<file path="config.mk">
export PLATFORM = sky130hd
export DESIGN_NAME = vga_frame_grabber
export DESIGN_NICKNAME = d
export VERILOG_FILES = /design/src/rtl/vga_grab_pkg.sv /design/src/rtl/grab_fifo.sv /design/src/rtl/vga_frame_grabber.sv
export SDC_FILE = /design/constraint.sdc
export NUM_CORES = 1
export LEC_CHECK = 0
export CORE_ASPECT_RATIO = 1.1
export CORE_UTILIZATION = 40
export DETAILED_ROUTE_END_ITERATION = 10
export REMOVE_ABC_BUFFERS = 1
export SLEW_MARGIN = 25
export SYNTH_ARGS = -nofsm -noshare
export SYNTH_HDL_FRONTEND = slang
export SYNTH_SLANG_ARGS = --single-unit
export TNS_END_PERCENT = 1
</file>
<file path="constraint.sdc">
create_clock -name clk -period 5.26 [get_ports clk]
set_input_delay 0.789 -clock clk [delete_from_list [all_inputs] [get_ports clk]]
set_output_delay 0.789 -clock clk [all_outputs]
set_load 0.03 [all_outputs]
</file>
<file path="src/rtl/vga_grab_pkg.sv">
// Shared types and register map for the VGA frame grabber.
package vga_grab_pkg;

  typedef enum logic [1:0] {
    StIdle    = 2'd0,
    StArmed   = 2'd1,
    StCapture = 2'd2,
    StDone    = 2'd3
  } grab_state_t;

  localparam logic [7:0] REG_DATA    = 8'd0;
  localparam logic [7:0] REG_STATUS  = 8'd1;
  localparam logic [7:0] REG_PIXCNT  = 8'd2;
  localparam logic [7:0] REG_LINECNT = 8'd3;

  localparam int unsigned CTRL_ARM   = 0;
  localparam int unsigned CTRL_ABORT = 1;
  localparam int unsigned CTRL_CONT  = 2;
  localparam int unsigned CTRL_DECIM = 3;

  localparam int unsigned STAT_STATE_LSB  = 0;
  localparam int unsigned STAT_OVERFLOW   = 2;
  localparam int unsigned STAT_UNDERFLOW  = 3;
  localparam int unsigned STAT_FRAME_DONE = 4;
  localparam int unsigned STAT_LEVEL_LSB  = 8;

  // FIFO level as reported in STATUS, clamped to the 8-bit field.
  function automatic logic [7:0] sat_level(input logic [31:0] lvl);
    return (lvl > 32'd255) ? 8'hff : lvl[7:0];
  endfunction

endpackage

</file>
<file path="src/rtl/grab_fifo.sv">
// Single-clock FIFO with flush and level output; reading while empty returns 0.
module grab_fifo #(
  parameter int unsigned WIDTH = 24,
  parameter int unsigned DEPTH = 64
) (
  input  logic                     clk,
  input  logic                     reset,
  input  logic                     flush,
  input  logic                     push,
  input  logic                     pop,
  input  logic [WIDTH-1:0]         wdata,
  output logic [WIDTH-1:0]         rdata,
  output logic                     full,
  output logic                     empty,
  output logic [$clog2(DEPTH):0]   level
);

  localparam int unsigned AW = $clog2(DEPTH);
  localparam int unsigned LW = AW + 1;

  logic [WIDTH-1:0] mem_q [DEPTH];
  logic [AW-1:0]    wr_ptr_q, rd_ptr_q;
  logic [LW-1:0]    level_q;
  logic             push_ok, pop_ok;

  assign full  = (level_q == LW'(DEPTH));
  assign empty = (level_q == '0);
  assign level = level_q;
  assign rdata = empty ? '0 : mem_q[rd_ptr_q];

  // A push into a full FIFO is accepted only when a pop frees a slot in the same cycle.
  assign push_ok = push & (~full | pop);
  assign pop_ok  = pop & ~empty;

  always_ff @(posedge clk) begin
    if (push_ok) begin
      mem_q[wr_ptr_q] <= wdata;
    end
  end

  always_ff @(posedge clk) begin
    if (reset || flush) begin
      wr_ptr_q <= '0;
      rd_ptr_q <= '0;
      level_q  <= '0;
    end else begin
      if (push_ok) begin
        wr_ptr_q <= wr_ptr_q + AW'(1);
      end
      if (pop_ok) begin
        rd_ptr_q <= rd_ptr_q + AW'(1);
      end
      if (push_ok && !pop_ok) begin
        level_q <= level_q + LW'(1);
      end else if (pop_ok && !push_ok) begin
        level_q <= level_q - LW'(1);
      end
    end
  end

endmodule

</file>
<file path="src/rtl/vga_frame_grabber.sv">
// Avalon-MM VGA pixel capture peripheral: taps the VGA stream into a FIFO drained by reads.
// Optional even-pixel/even-line decimation is compiled in with VGA_GRAB_DECIM_EN.
module vga_frame_grabber
  import vga_grab_pkg::*;
#(
  parameter int unsigned PIX_W      = 8,
  parameter int unsigned FIFO_DEPTH = 64,
  parameter int unsigned CNT_W      = 20
) (
  input  logic             clk,
  input  logic             reset,
  input  logic             chipselect,
  input  logic             read,
  input  logic             write,
  input  logic [7:0]       address,
  input  logic [31:0]      writedata,
  output logic [31:0]      readdata,
  input  logic [PIX_W-1:0] VGA_R,
  input  logic [PIX_W-1:0] VGA_G,
  input  logic [PIX_W-1:0] VGA_B,
  input  logic             VGA_BLANK_n,
  input  logic             pix_ce,
  input  logic             HSYNC,
  input  logic             VSYNC,
  output logic             get_img
);

  localparam int unsigned CW = 3 * PIX_W;
  localparam int unsigned LW = $clog2(FIFO_DEPTH) + 1;

  grab_state_t      state_q, state_d;
  logic             vsync_q, hsync_q;
  logic             cont_q, cont_d;
  logic             overflow_q, overflow_d;
  logic             underflow_q, underflow_d;
  logic             frame_done_q, frame_done_d;
  logic [CNT_W-1:0] pix_cnt_q, pix_cnt_d;
  logic [15:0]      line_cnt_q, line_cnt_d;

  logic             vsync_fall, hsync_fall;
  logic             ctrl_wr, data_rd, abort, arm;
  logic             in_capture, frame_edge, active, decim_ok, capture;

  logic [CW-1:0]    fifo_rdata;
  logic             fifo_full, fifo_empty;
  logic [LW-1:0]    fifo_level;

  assign vsync_fall = vsync_q & ~VSYNC;
  assign hsync_fall = hsync_q & ~HSYNC;

  assign ctrl_wr = chipselect & write & (address == REG_DATA);
  assign data_rd = chipselect & read & (address == REG_DATA);
  assign abort   = ctrl_wr & writedata[CTRL_ABORT];
  // ARM is honoured only from IDLE or DONE, and ABORT wins when both are set.
  assign arm     = ctrl_wr & writedata[CTRL_ARM] & ~writedata[CTRL_ABORT] &
                   ((state_q == StIdle) | (state_q == StDone));

  assign in_capture = (state_q == StCapture);
  assign frame_edge = in_capture & vsync_fall;
  assign active     = pix_ce & VGA_BLANK_n;
  assign capture    = in_capture & active & decim_ok;
  assign get_img    = in_capture;

`ifdef VGA_GRAB_DECIM_EN
  logic decim_q, decim_d;
  logic parity_q, parity_d;

  assign decim_ok = ~decim_q | (~parity_q & ~line_cnt_q[0]);
  assign decim_d  = arm ? writedata[CTRL_DECIM] : decim_q;

  always_comb begin
    parity_d = parity_q;
    if (hsync_fall || vsync_fall || arm) begin
      parity_d = 1'b0;
    end else if (active) begin
      parity_d = ~parity_q;
    end
  end

  always_ff @(posedge clk) begin
    if (reset) begin
      decim_q  <= 1'b0;
      parity_q <= 1'b0;
    end else begin
      decim_q  <= decim_d;
      parity_q <= parity_d;
    end
  end

  logic unused_wdata;
  assign unused_wdata = ^writedata[31:CTRL_DECIM+1];
`else
  assign decim_ok = 1'b1;

  logic unused_wdata;
  assign unused_wdata = ^writedata[31:CTRL_DECIM];
`endif

  grab_fifo #(
    .WIDTH (CW),
    .DEPTH (FIFO_DEPTH)
  ) u_fifo (
    .clk   (clk),
    .reset (reset),
    .flush (abort | arm),
    .push  (capture),
    .pop   (data_rd),
    .wdata ({VGA_R, VGA_G, VGA_B}),
    .rdata (fifo_rdata),
    .full  (fifo_full),
    .empty (fifo_empty),
    .level (fifo_level)
  );

  always_comb begin
    state_d = state_q;
    if (abort) begin
      state_d = StIdle;
    end else begin
      unique case (state_q)
        StIdle:    if (arm) state_d = StArmed;
        StArmed:   if (vsync_fall) state_d = StCapture;
        StCapture: if (vsync_fall && !cont_q) state_d = StDone;
        StDone:    if (arm) state_d = StArmed;
        default:   state_d = StIdle;
      endcase
    end
  end

  always_comb begin
    cont_d       = arm ? writedata[CTRL_CONT] : cont_q;
    // A dropped pixel is one pushed while full with no pop freeing a slot.
    overflow_d   = overflow_q | (capture & fifo_full & ~data_rd);
    underflow_d  = underflow_q | (data_rd & fifo_empty);
    frame_done_d = frame_done_q | frame_edge;
    pix_cnt_d    = pix_cnt_q;
    line_cnt_d   = line_cnt_q;
    if (capture) begin
      pix_cnt_d = pix_cnt_q + CNT_W'(1);
    end
    if (in_capture && hsync_fall) begin
      line_cnt_d = line_cnt_q + 16'd1;
    end
    if (frame_edge && cont_q) begin
      pix_cnt_d  = '0;
      line_cnt_d = '0;
    end
    if (arm) begin
      overflow_d   = 1'b0;
      underflow_d  = 1'b0;
      frame_done_d = 1'b0;
      pix_cnt_d    = '0;
      line_cnt_d   = '0;
    end
  end

  always_ff @(posedge clk) begin
    if (reset) begin
      state_q      <= StIdle;
      vsync_q      <= 1'b0;
      hsync_q      <= 1'b0;
      cont_q       <= 1'b0;
      overflow_q   <= 1'b0;
      underflow_q  <= 1'b0;
      frame_done_q <= 1'b0;
      pix_cnt_q    <= '0;
      line_cnt_q   <= '0;
    end else begin
      state_q      <= state_d;
      vsync_q      <= VSYNC;
      hsync_q      <= HSYNC;
      cont_q       <= cont_d;
      overflow_q   <= overflow_d;
      underflow_q  <= underflow_d;
      frame_done_q <= frame_done_d;
      pix_cnt_q    <= pix_cnt_d;
      line_cnt_q   <= line_cnt_d;
    end
  end

  always_comb begin
    readdata = '0;
    case (address)
      REG_DATA: readdata[31 -: CW] = fifo_rdata;
      REG_STATUS: begin
        readdata[STAT_STATE_LSB +: 2]  = state_q;
        readdata[STAT_OVERFLOW]        = overflow_q;
        readdata[STAT_UNDERFLOW]       = underflow_q;
        readdata[STAT_FRAME_DONE]      = frame_done_q;
        readdata[STAT_LEVEL_LSB +: 8]  = sat_level(32'(fifo_level));
      end
      REG_PIXCNT:  readdata = 32'(pix_cnt_q);
      REG_LINECNT: readdata = 32'(line_cnt_q);
      default:     readdata = '0;
    endcase
  end

endmodule
</file>
[Word-level counts from Yosys, hierarchy flattened]
Memory sizes are Yosys's and may differ from the RTL's. A register that Yosys moved wholly into a read port is not among the register bits.
Cells that the tools add are included.
Storage, ports and cells
  flip-flop bits (word level): 63
  bits in latches: 0
  memory bits (writable): 1536
  ROM bits: 0
  input port bits: 73
  output and inout port bits: 33
  word-level logic and storage cells: 92
  memories: 1
Cells by class
  $add $sub $neg: 6
  $mul: 0
  divide/modulo/power cells: 0
  order comparisons: 0
  equality and inequality tests: 10
  shifts and indexed selects: 0
  mux-type cells: 15
  bitwise gates (word level): 30
  reductions and logical operators: 18
Memory list
  u_fifo.mem_q: words 64, bits a word 24, read ports 1, clocked after Yosys merged registers in 1, write ports 1, RTL line grab_fifo.sv:21  | logic [WIDTH-1:0] mem_q [DEPTH];
Operator list (number)
  16-bit case mux with 2 select lines: 1
  8-bit case mux with 4 select lines: 1
  24-bit two-way mux: 1
  20-bit by 1-bit adder with 20-bit output, second input constant: 1
  1-bit AND: 18
  16-bit by 1-bit adder with 16-bit output, second input constant: 1
  8-bit by 2-bit equality test with 1-bit output, second input constant: 2
  5-bit case mux with 3 select lines: 1
  7-bit two-way mux: 2
  6-bit by 1-bit adder with 6-bit output, second input constant: 2
  6-bit two-way mux: 2
  8-bit by 1-bit equality test with 1-bit output, second input constant: 1
  8-bit logical NOT: 1
  7-bit by 1-bit adder with 7-bit output, second input constant: 1
  7-bit equality test, second input constant: 1
  7-bit logical NOT: 1
  7-bit by 1-bit subtractor with 7-bit output, second input constant: 1
  2-bit two-way mux: 3
  1-bit NOT: 6
  1-bit OR: 6
  2-bit case mux with 3 select lines: 1
  3-bit case mux with 2 select lines: 1
  2-bit OR reduction: 3
  1-bit logical AND: 5
  11 further kinds: 16

[Logic depth before layout (Yosys ltp)]
  word-level depth: 8
  depth in mapped cells: 14
  depth with buffers taken out: 13

[By module]
A second synthesis with hierarchy kept.
Unflattened totals
  cell total of the unflattened synthesis: 3122
  area, all modules: 62548.7 µm²
Modules (own cells, without submodules)
  grab_fifo: instances 1, cells each 2806, area each 59844.9 µm², sequential area each 46624.7 µm²
  vga_frame_grabber: instances 1, cells each 316, area each 2703.8 µm², sequential area each 880.8 µm²

[Worst setup path before layout]
No wires, ideal clock.
  kind: input to register
  start point: input port address[0]
  end point: memory u_fifo.mem_q[59][0], enable pin
  library setup time: 0.405 ns
  arrival time: 3.298 ns
  required time: 4.855 ns
  setup slack: 1.557 ns
  cell stages on the path: 7
  path buffers: 1
  path through: clkbuf_1 nor3b_1 nand4_1 a31oi_4 and2b_1 nand3_1 nor2_1
On the way
  word-level cells in the longest chain between the ends: 6
Ends and longest elaborated chain
  start: declaration: RTL line vga_frame_grabber.sv:15  | input logic [7:0] address,
  8-bit logical NOT: RTL line vga_frame_grabber.sv:52  | assign data_rd = chipselect & read & (address == REG_DATA);
  1-bit AND: RTL line vga_frame_grabber.sv:52
  1-bit OR: RTL line grab_fifo.sv:32  | assign push_ok = push & (~full | pop);
  1-bit AND: RTL line grab_fifo.sv:32
  net u_fifo.push_ok: RTL line grab_fifo.sv:24  | logic push_ok, pop_ok;
  1-bit two-way mux: RTL line grab_fifo.sv:36  | if (push_ok) begin
  1-bit two-way mux (implied by the code): RTL line grab_fifo.sv:37  | mem_q[wr_ptr_q] <= wdata;
  end: declaration: RTL line grab_fifo.sv:21
The timed path passes the listed nets, and every way through them passes these cells.

[Final worst setup path]
  start point: register u_fifo.level_q[0], in the netlist u_fifo.level[0]
  end point: output port readdata[31]
On the way
  word-level cells in the longest chain between the ends: 3
Ends and longest elaborated chain
  start: declaration: RTL line grab_fifo.sv:23  | logic [LW-1:0] level_q;
  start signal: assignment: RTL line grab_fifo.sv:54  | level_q <= level_q + LW'(1);
  start signal: assignment: RTL line grab_fifo.sv:56  | level_q <= level_q - LW'(1);
  7-bit logical NOT: RTL line grab_fifo.sv:27  | assign empty = (level_q == '0);
  24-bit two-way mux: RTL line grab_fifo.sv:29  | assign rdata = empty ? '0 : mem_q[rd_ptr_q];
  16-bit case mux with 2 select lines: RTL line vga_frame_grabber.sv:183  | case (address)
  end: declaration: RTL line vga_frame_grabber.sv:17  | output logic [31:0] readdata,
No other way between the ends.

==> results_dict.tcl <==
set metrics [dict create \
    outcome "finished clean" \
    core_area_um2 154200 \
    worstPathArrival_ps 4280 \
    drt-total-wl_um 161200 \
    drt_iter0_drc 3446 \
    grt_pass1_wl_um 229600 \
    relSlewSlack 0.3402 \
    holdWs_ps 476.2 \
    crit_slowest_cell "a22oi_1" \
    power_leakage_nw 21.64 \
    fin_crit_sh 0.9629 \
    hold_violations 0 \
    yosysWarnings 0 \
    finClkSkew_ps 27.16 \
    place_hpwl_um 95590 \
    grt_pass1_vias 31550 \
    fp.dieH_um 415.5 \
    finalMaxSlewViolations 0 \
    fmax_mhz 197.4 \
    powerDensity_nw_per_um2 351.8 \
    async_flop_share 0 \
    grt_max_degree 65 \
    synth_top_area_share 0.7420 \
    start_util 0.4032 \
    io_buffers 76 \
    multi_input_area_um2 14280 \
    cts_buffers 158 \
    tightest_slew_ps 988.2 \
    clk_latency_ps 800 \
    required_ps 4470 \
    drive_gt1_frac 0.2948 \
    ys_seq_area_frac 0.7642 \
    slowest_delay_ps 620 \
    cp-end-kind "output port" \
    postRouteAntennaNets 0 \
    synthesis.area_um2 62160 \
    gp_congestion 0.8421 \
    cap_viol_max_count 0 \
    yosysMostFrequentCell "edfxtp_1" \
    cts_tree "yes" \
    ioPinCount 106 \
    setup_viol_count_final 0 \
    clk_path_buf_depth 3 \
    peakVddDrop_mv 0.3036 \
    finalCriticalPeriod_ps 5065 \
    die_w_um 377.9 \
    cts_htree_levels 4 \
    rsz0062_at_grt "no" \
    die_area_um2 157000 \
    syn_avg_cell_area_um2 21.91 \
    startpoint_type "register" \
    seqCellArea_um2 47520 \
    ys_seq_elements 1605 \
    critPathMaxFanout 6 \
    ys_types 66 \
    routed-via-count 30620 \
    drcViolationCount 0 \
    synth_edf_count 1536 \
    grt_use_total 0.2070 \
    rrSetupSlack_ps 1010 \
    clk_pin_slew_ps 60 \
    synthFlopType "edfxtp_1" \
    synthToLayoutAreaGrowth_pct 15.28 \
    layout.nets 3180 \
    critPathKind "register to output port" \
    grt_overflow 0 \
    synth_common_cells "edfxtp_1 (1536), mux4_2 (436), nor2_1 (177), dfxtp_1 (69), clkbuf_1 (57)" \
    cts_num_sinks 1605 \
    path_cells "or4_1, or4_1, nand3_1, nor2_1, buf_4, a22oi_1, nand2_1, buf_12" \
    synth_top_area_cell "edfxtp_1" \
    cts-root-buf "clkbuf_16" \
    min_path_type "register to register" \
    synth.top_cells.by_area "edfxtp_1 (74%), mux4_2 (16%), dfxtp_1 (2.2%), nor2_1 (1.1%), mux2i_1 (0.55%)" \
    num_rows 151 \
    setup_tns_ps 0 \
    antenna_found_initial 4 \
    first_pass_iters 8 \
    synth_cells 2837 \
    fillCellCount 12700 \
    wl_per_cell_um 30.51 \
    via_per_inst 5.793 \
    worst_path_most_repeated_cell "or4_1" \
]
==> cell families after synthesis <==
group | after synthesis | share of synthesized area
AO/OA/AOI/OAI | 177 | 0.02116
XOR/XNOR | 47 | 0.006622
adder cells (fa/ha/maj) | 14 | 0.002939
buffers and inverters | 158 | 0.01294
flip-flops | 1605 | 0.7642
multiplexers | 483 | 0.1658
AND/OR/NAND/NOR | 353 | 0.02631
==> worst paths after layout <==
kind | startpoint | endpoint | depth (start not counted)
worst max-delay path | u_fifo.level[0] | readdata[31] | 8
worst max register to register | u_fifo.level[0] | u_fifo.level[6] | 13
worst min register to register | underflow_q | underflow_q | 1
worst min-delay path | underflow_q | underflow_q | 1
==> cells in the final DEF, fill, tap and decap left out, types with 12 or more instances in the layout <==
master,n
clkdlybuf4s50_1,34
a22oi_1,42
o22ai_1,13
clkbuf_1,30
nand4_1,13
o21ai_0,14
clkinv_1,43
dfxtp_1,65
nor2_1,113
xor2_1,30
buf_4,163
nand2_1,53
clkbuf_16,162
nor2_4,53
edfxtp_1,1536
clkinv_2,31
mux2_2,13
nand3_1,30
nor2b_1,17
buf_12,41
mux2i_1,34
nor3_1,12
xnor2_1,17
a22o_1,21
a21oi_1,21
mux4_2,436
ha_1,13
==> registers in the layout, summed over array words and instances, names as in the netlist, named ones only <==
signal,count
cont_q,1
frame_done_q,1
hsync_q,1
line_cnt_q,16
overflow_q,1
pix_cnt_q,20
state_q,2
u_fifo.level,7
u_fifo.mem_q,1536
u_fifo.rd_ptr_q,6
u_fifo.wr_ptr_q,6
underflow_q,1
vsync_q,1
==> worst max-delay path, delay by kind of cell (launching register included) <==
kind                   cells  cell delay [ps]
AND/OR/NAND/NOR            5             1970
AO/OA/AOI/OAI              1              620
buffers and inverters      2              510
flip-flops                 1              380
==> per-stage QoR <==
stage	std cells	power, mW	util	cell area, um^2	setup WS (ps)
after floorplan	2690	14.54	-	61400	-12930
after global placement	4994	14.83	0.4328	66720	562.3
after detailed placement	4994	14.88	0.4328	66730	551.9
after CTS	5284	25.42	0.4645	71610	193.5
after global routing	5284	25.90	0.4648	71660	145.6
final	5285	25.21	0.4648	71660	195.3
==> repair_timing <==
action,CTS,global route
resized for setup,1,0
setup buffers,4,0
hold buffers,0,0
endpoints found under the setup margin,5,0
==> area by class of cell <==
class,count,share of cell area
Antenna cell,1,0.00003492
Clock buffer,192,0.05814
Clock inverter,94,0.009149
Inverter,11,0.0005937
Multi-Input combinational cell,1074,0.1993
Sequential cell,1605,0.6631
Tap cell,2065,0.03606
Timing Repair Buffer,243,0.03363
==> metal layers <==
layer | vias up | wire length [um] | global-route usage
met3 | 234 | 11260 | 0.03174
met1 | 16600 | 64240 | 0.2797
li1 | 12480 | - | -
met2 | 1299 | 81210 | 0.3449
met5 | - | 22 | 0
met4 | 4 | 4511 | 0.06533
==> power by group <==
group	switching, mW	internal, mW
sequential	0.0268	14.0
clock	4.71	5.89
combinational	0.404	0.152
No activity file was read; power rests on OpenSTA's default activity.
